--- config.mk ---
export PLATFORM = sky130hd
export DESIGN_NAME = tri_dispatch
export DESIGN_NICKNAME = d
export VERILOG_FILES = /design/src/rtl/raster_pkg.sv /design/src/rtl/rr_arbiter.sv /design/src/rtl/tri_dispatch.sv
export SDC_FILE = /design/constraint.sdc
export NUM_CORES = 1
export LEC_CHECK = 0
export CORE_MARGIN = 2
export CORE_UTILIZATION = 45
export DETAILED_ROUTE_END_ITERATION = 12
export PLACE_DENSITY = 0.77
export SETUP_SLACK_MARGIN = 0.4
export SLEW_MARGIN = 40
export SYNTH_ARGS = -nofsm -noshare
export SYNTH_HDL_FRONTEND = slang
export SYNTH_SLANG_ARGS = --single-unit
--- constraint.sdc ---
create_clock -name CLK -period 8.2 [get_ports CLK]
set_input_delay 1.23 -clock CLK [delete_from_list [all_inputs] [get_ports CLK]]
set_output_delay 1.23 -clock CLK [all_outputs]
set_load 0.02 [all_outputs]
--- src/rtl/raster_pkg.sv ---
// Shared rasterizer-front-end constants: triangle word layout and dispatcher states.
package raster_pkg;

   localparam int unsigned TRI_BITS = 144;
   localparam int unsigned COORD_W  = 16;
   localparam int unsigned FRAC     = 6;

   // Field layout {x0,x1,x2,y0,y1,y2,c0,c1,c2}, each COORD_W bits in Q10.6
   localparam int unsigned X0_MSB = 143;
   localparam int unsigned X0_LSB = 128;
   localparam int unsigned X1_MSB = 127;
   localparam int unsigned X1_LSB = 112;
   localparam int unsigned X2_MSB = 111;
   localparam int unsigned X2_LSB = 96;
   localparam int unsigned Y0_MSB = 95;
   localparam int unsigned Y0_LSB = 80;
   localparam int unsigned Y1_MSB = 79;
   localparam int unsigned Y1_LSB = 64;
   localparam int unsigned Y2_MSB = 63;
   localparam int unsigned Y2_LSB = 48;
   localparam int unsigned C0_MSB = 47;
   localparam int unsigned C0_LSB = 32;
   localparam int unsigned C1_MSB = 31;
   localparam int unsigned C1_LSB = 16;
   localparam int unsigned C2_MSB = 15;
   localparam int unsigned C2_LSB = 0;

   typedef enum logic [1:0] {
      IDLE,
      SHIFT,
      WAIT_DONE
   } state_t;

endpackage

--- src/rtl/rr_arbiter.sv ---
// Combinational round-robin pick: first asserted request at or above ptr, wrapping.
module rr_arbiter #(
   parameter int unsigned NREQ = 2
) (
   input  logic [NREQ-1:0] req,
   input  logic [2:0]      ptr,
   output logic [NREQ-1:0] grant,
   output logic [2:0]      idx,
   output logic            any
);

   logic found;

   always_comb begin
      grant = '0;
      idx   = '0;
      found = 1'b0;
      any   = |req;
      for (int unsigned k = 0; k < NREQ; k++) begin
         int unsigned j;
         j = 32'(ptr) + k;
         if (j >= NREQ) j = j - NREQ;
         if (!found && req[j]) begin
            found    = 1'b1;
            grant[j] = 1'b1;
            idx      = j[2:0];
         end
      end
   end

endmodule

--- src/rtl/tri_dispatch.sv ---
// Round-robin triangle dispatcher: grants one requester, serializes its 144-bit word
// MSB-first to the rasterizer, then waits for DONE or a watchdog abort.
module tri_dispatch #(
   parameter int unsigned NREQ     = 2,
   parameter int unsigned TRI_BITS = 144,
   parameter int unsigned TO_W     = 21,
   parameter int unsigned TIMEOUT  = 2000000
) (
   input  logic                     CLK,
   input  logic                     RST_N,
   input  logic                     EN,
   input  logic [NREQ-1:0]          REQ,
   input  logic [NREQ*TRI_BITS-1:0] TRI_IN,
   output logic [NREQ-1:0]          GNT,
   output logic                     D_OUT,
   output logic                     FRAME_START,
   input  logic                     R_DONE,
   output logic                     BUSY,
   output logic [2:0]               ACTIVE_ID,
   output logic                     TIMEOUT_ERR
);

   import raster_pkg::*;

   localparam int unsigned CNT_W = $clog2(TRI_BITS);

   state_t              state;
   logic [TRI_BITS-1:0] shreg;
   logic [CNT_W-1:0]    bit_cnt;
   logic [TO_W-1:0]     wd_cnt;
   logic [2:0]          rr_ptr;

   logic [NREQ-1:0]     arb_grant;
   logic [2:0]          arb_idx;
   logic                arb_any;
   logic [2:0]          ptr_next;
   logic [TRI_BITS-1:0] sel_word;

   rr_arbiter #(.NREQ(NREQ)) u_arb (
      .req   (REQ),
      .ptr   (rr_ptr),
      .grant (arb_grant),
      .idx   (arb_idx),
      .any   (arb_any)
   );

   always_comb begin
      sel_word = '0;
      for (int unsigned i = 0; i < NREQ; i++) begin
         if (arb_idx == 3'(i)) sel_word = TRI_IN[i*TRI_BITS +: TRI_BITS];
      end
   end

   always_comb begin
      ptr_next = arb_idx + 3'd1;
      if (32'(arb_idx) + 1 >= NREQ) ptr_next = '0;
   end

   // D_OUT is registered one bit ahead so it equals shreg[MSB] during each SHIFT cycle
   always_ff @(posedge CLK or negedge RST_N) begin
      if (!RST_N) begin
         state       <= IDLE;
         shreg       <= '0;
         bit_cnt     <= '0;
         wd_cnt      <= '0;
         rr_ptr      <= '0;
         GNT         <= '0;
         D_OUT       <= 1'b0;
         FRAME_START <= 1'b0;
         BUSY        <= 1'b0;
         ACTIVE_ID   <= '0;
         TIMEOUT_ERR <= 1'b0;
      end else begin
         GNT <= '0;
         case (state)
            IDLE: begin
               if (EN && arb_any) begin
                  state       <= SHIFT;
                  shreg       <= sel_word;
                  D_OUT       <= sel_word[TRI_BITS-1];
                  FRAME_START <= 1'b1;
                  GNT         <= arb_grant;
                  ACTIVE_ID   <= arb_idx;
                  BUSY        <= 1'b1;
                  rr_ptr      <= ptr_next;
                  bit_cnt     <= '0;
               end
            end
            SHIFT: begin
               FRAME_START <= 1'b0;
               if (bit_cnt == CNT_W'(TRI_BITS-1)) begin
                  state   <= WAIT_DONE;
                  D_OUT   <= 1'b0;
                  bit_cnt <= '0;
                  wd_cnt  <= '0;
               end else begin
                  bit_cnt <= bit_cnt + 1'b1;
                  shreg   <= shreg << 1;
                  D_OUT   <= shreg[TRI_BITS-2];
               end
            end
            WAIT_DONE: begin
               if (R_DONE) begin
                  state  <= IDLE;
                  BUSY   <= 1'b0;
                  wd_cnt <= '0;
               end else if (wd_cnt == TO_W'(TIMEOUT-1)) begin
                  state       <= IDLE;
                  BUSY        <= 1'b0;
                  TIMEOUT_ERR <= 1'b1;
                  wd_cnt      <= '0;
               end else begin
                  wd_cnt <= wd_cnt + 1'b1;
               end
            end
            default: state <= IDLE;
         endcase
      end
   end

endmodule

==> flow_summary.json <==
{
  "wire_per_inst_microns": 18.5,
  "critPathCaptureType": "flop",
  "postLayoutCoreUtil": 0.627,
  "viasPerCell": 6.04,
  "routed_wl_microns": 29800,
  "synth_common_cells": "292 x nor3_1, 186 x dfrtp_1, 160 x nor2_1",
  "vias": 9721,
  "clkLatencyLatePin_ns": 0.43,
  "overflow": 0,
  "power_density_nw_per_um2": 284,
  "slew_violations": 0,
  "finalSetupViolCount": 0,
  "ios": 303,
  "rsz0062_at_grt": "false",
  "yosys.cell_count.top_type": "nor3_1",
  "grt_pass1_vias": 9321,
  "finalSetupTns_ns": 0,
  "synth-seq-cells": 186,
  "start_util": 0.460,
  "design_power_total_mw": 3.90,
  "status": "finished clean",
  "core_area_sq_um": 21900,
  "reg2reg_slack_ns": 4.31,
  "synth_area_leaders": "dfrtp_1 46%, nor3_1 15%, a221oi_1 8.1%, a221oi_2 7.5%, nor2_1 6.0%",
  "synth_async_sr_flop_share": 1.00,
  "finClkSkew_ns": 0.00925,
  "path_clk_slew_ns": 0.07,
  "synthMuxAreaShare": 0.00448,
  "yosysWarnings": 0,
  "path_class": "input pin to flop",
  "period_needed_ns": 4.49,
  "reg2reg_from": "rr_ptr[0]",
  "io_buffers": 302,
  "ys_seq_area_frac": 0.463,
  "yosys_most_used_dff": "dfrtp_1",
  "synthAdderAreaFrac": 0.00995,
  "drt-pass1-iter-count": 7,
  "netlist_instances": 1084,
  "cts_tree": "built",
  "hold_buffers": 0,
  "gp_congestion": 0.837,
  "final_cells": 1610,
  "cts.repair.resized": 0,
  "critPathMaxStageDelay_ns": 0.59,
  "finalNetCount": 1617,
  "fin_area_sq_um": 13700,
  "ctsLongestPathBuffers": 2,
  "hold_viol_final": 0,
  "die_h_microns": 154,
  "layout-drive-gt1-share": 0.0858,
  "dieArea_sq_um": 23600,
  "placed_cells": 1575,
  "syn_nets": 1386,
  "maxSlewHeadroom": 0.449,
  "ant_nets": 0,
  "netlist.area_leader.share": 0.463,
  "synth_top_area_cell": "dfrtp_1",
  "critPathLaunchType": "input pin",
  "crit_slowest_cell": "buf_4",
  "worstHoldStart": "bit_cnt[7]",
  "required_ns": 8.54,
  "worst_pin_slew_ns": 0.826,
  "grt_usage": 0.246,
  "grt_max_degree": 105,
  "max_freq_ghz": 0.223,
  "synth_top_family_by_area": "simple AND/OR/NAND/NOR gates",
  "rows": 54,
  "yosys.area_share.simple": 0.249,
  "synth_area_sq_um": 10100,
  "max-cap-violations": 0,
  "hold_class": "flop to flop",
  "clkSinkCount": 186,
  "r2r-end": "shreg[82]",
  "r2r_cells": 13,
  "grt_antenna_before_repair": 2,
  "drt_iter0_drc": 691,
  "holdPathStages": 1,
  "p_leak_nw": 5.28,
  "cts_buffers": 17,
  "dp_hpwl_microns": 19800,
  "drc": 0,
  "synth-edff-count": 0,
  "root_buffer": "clkbuf_16",
  "h-tree-depth": 4,
  "area_growth_pct": 36.4,
  "die_x_microns": 154,
  "synth_compound_area_frac": 0.221,
  "place_area_sq_um": 13100,
  "cp_max_fo": 43,
  "grt_pass1_wl_microns": 47500,
  "period_share": 0.547,
  "arrival_ns": 4.82,
  "synth_cell_types": 59,
  "avgSynthCellArea_sq_um": 9.28,
  "path_cells": "clkdlybuf4s50_1, nand2b_1, o22ai_2, a31oi_1, o21ai_0, inv_1, ha_1, inv_1, a211oi_4, buf_4, buf_4, a221oi_1, nor3_1",
  "ir_drop_uv": 333,
  "cts_setup_buffers": 0,
  "hold-path-endpoint": "bit_cnt[7]",
  "synthXorXnorAreaFrac": 0.000870
}
[worst max-delay path by stage]
stage | from | end | depth (start not counted) | slack [ns]
after floorplan | REQ[0] | shreg[122] | 13 | 4.56
after global placement | REQ[0] | shreg[82] | 13 | 3.30
after detailed placement | REQ[0] | shreg[82] | 13 | 3.14
after CTS | REQ[0] | shreg[82] | 13 | 3.58
after global routing | REQ[0] | shreg[82] | 13 | 3.49
final | REQ[0] | shreg[82] | 13 | 3.71
[sequential cells by signal (all words and copies together) (netlist names)]
name	flops
shreg	143
wd_cnt	21
bit_cnt	8
ACTIVE_ID	3
rr_ptr	3
GNT	2
state	2
BUSY	1
D_OUT	1
FRAME_START	1
TIMEOUT_ERR	1
[layout make-up]
class | count | area (sq um)
diodes | 2 | 5.00
flip-flops and latches | 186 | 4650
clock buffers | 19 | 453
multi-input cells | 782 | 4900
inverters | 10 | 37.5
well taps | 280 | 350
fillers | 1865 | 8160
repair buffers | 318 | 3180
clock inverters | 13 | 155
[routing by layer]
metal	share of wire	wire length (microns)	vias to the layer above	global-route usage
met5	0	0	-	0
met1	0.43	12800	4703	0.339
met3	0.068	2040	42	0.0437
met2	0.48	14300	391	0.396
li1	-	-	4585	-
met4	0.022	652	0	0.0799
[placed cells by master, fill, tap and decap left out, drive strengths merged, types with 2 or more instances in the layout]
cell type      count
nand2             29
a31oi             18
a41oi              4
buf               17
nor4               2
nand2b             7
o31ai              4
clkinvlp           2
o31a               2
a21o               4
ha                 8
a22o               5
nand4              6
clkbuf            19
a21oi             15
o211ai             2
a211oi             2
and4               2
nor2b              3
a211o              3
a221oi           143
clkdlybuf4s50    301
dfrtp            186
bufinv             2
nor2             160
mux2i              3
nand3             16
clkinv             2
nor4b              2
o22ai              3
o21ai             22
diode              2
o2111ai            3
or3                2
inv               17
and2               2
nor3             293
and3               4
[metrics by stage]
step / worst slack, ns / hold WS [ns]
6_report: 3.71 / 0.477
5_1_grt: 3.49 / 0.508
4_1_cts: 3.58 / 0.478
3_5_place_dp: 3.14 / 0.463
3_3_place_gp: 3.30 / 0.460
2_1_floorplan: 4.56 / 0.437
[report_power, final]
part | total (mW) | switching, mW | internal (mW) | leakage (nW)
Combinational | 1.49 | 0.922 | 0.571 | 2.79
Clock | 0.854 | 0.379 | 0.475 | 0.295
Sequential | 1.55 | 0.246 | 1.31 | 2.19
Total | 3.90 | 1.55 | 2.35 | 5.28
[worst max-delay path: cells and delay by family]
kind	cells	cell delay, ns
AO/OA/AOI/OAI	5	0.97
buffers and inverters	5	1.91
AND/OR/NAND/NOR	2	0.41
adder cells (fa/ha/maj)	1	0.23
[cells by family after synthesis]
| logic type | count (synthesis) |
|---|---|
| mux | 4 |
| fa+ha+maj | 8 |
| flops | 186 |
| buf+inv | 116 |
| simple gates | 532 |
| compound gates | 237 |
| xor+xnor | 1 |
(Power assumes the default switching activity.)
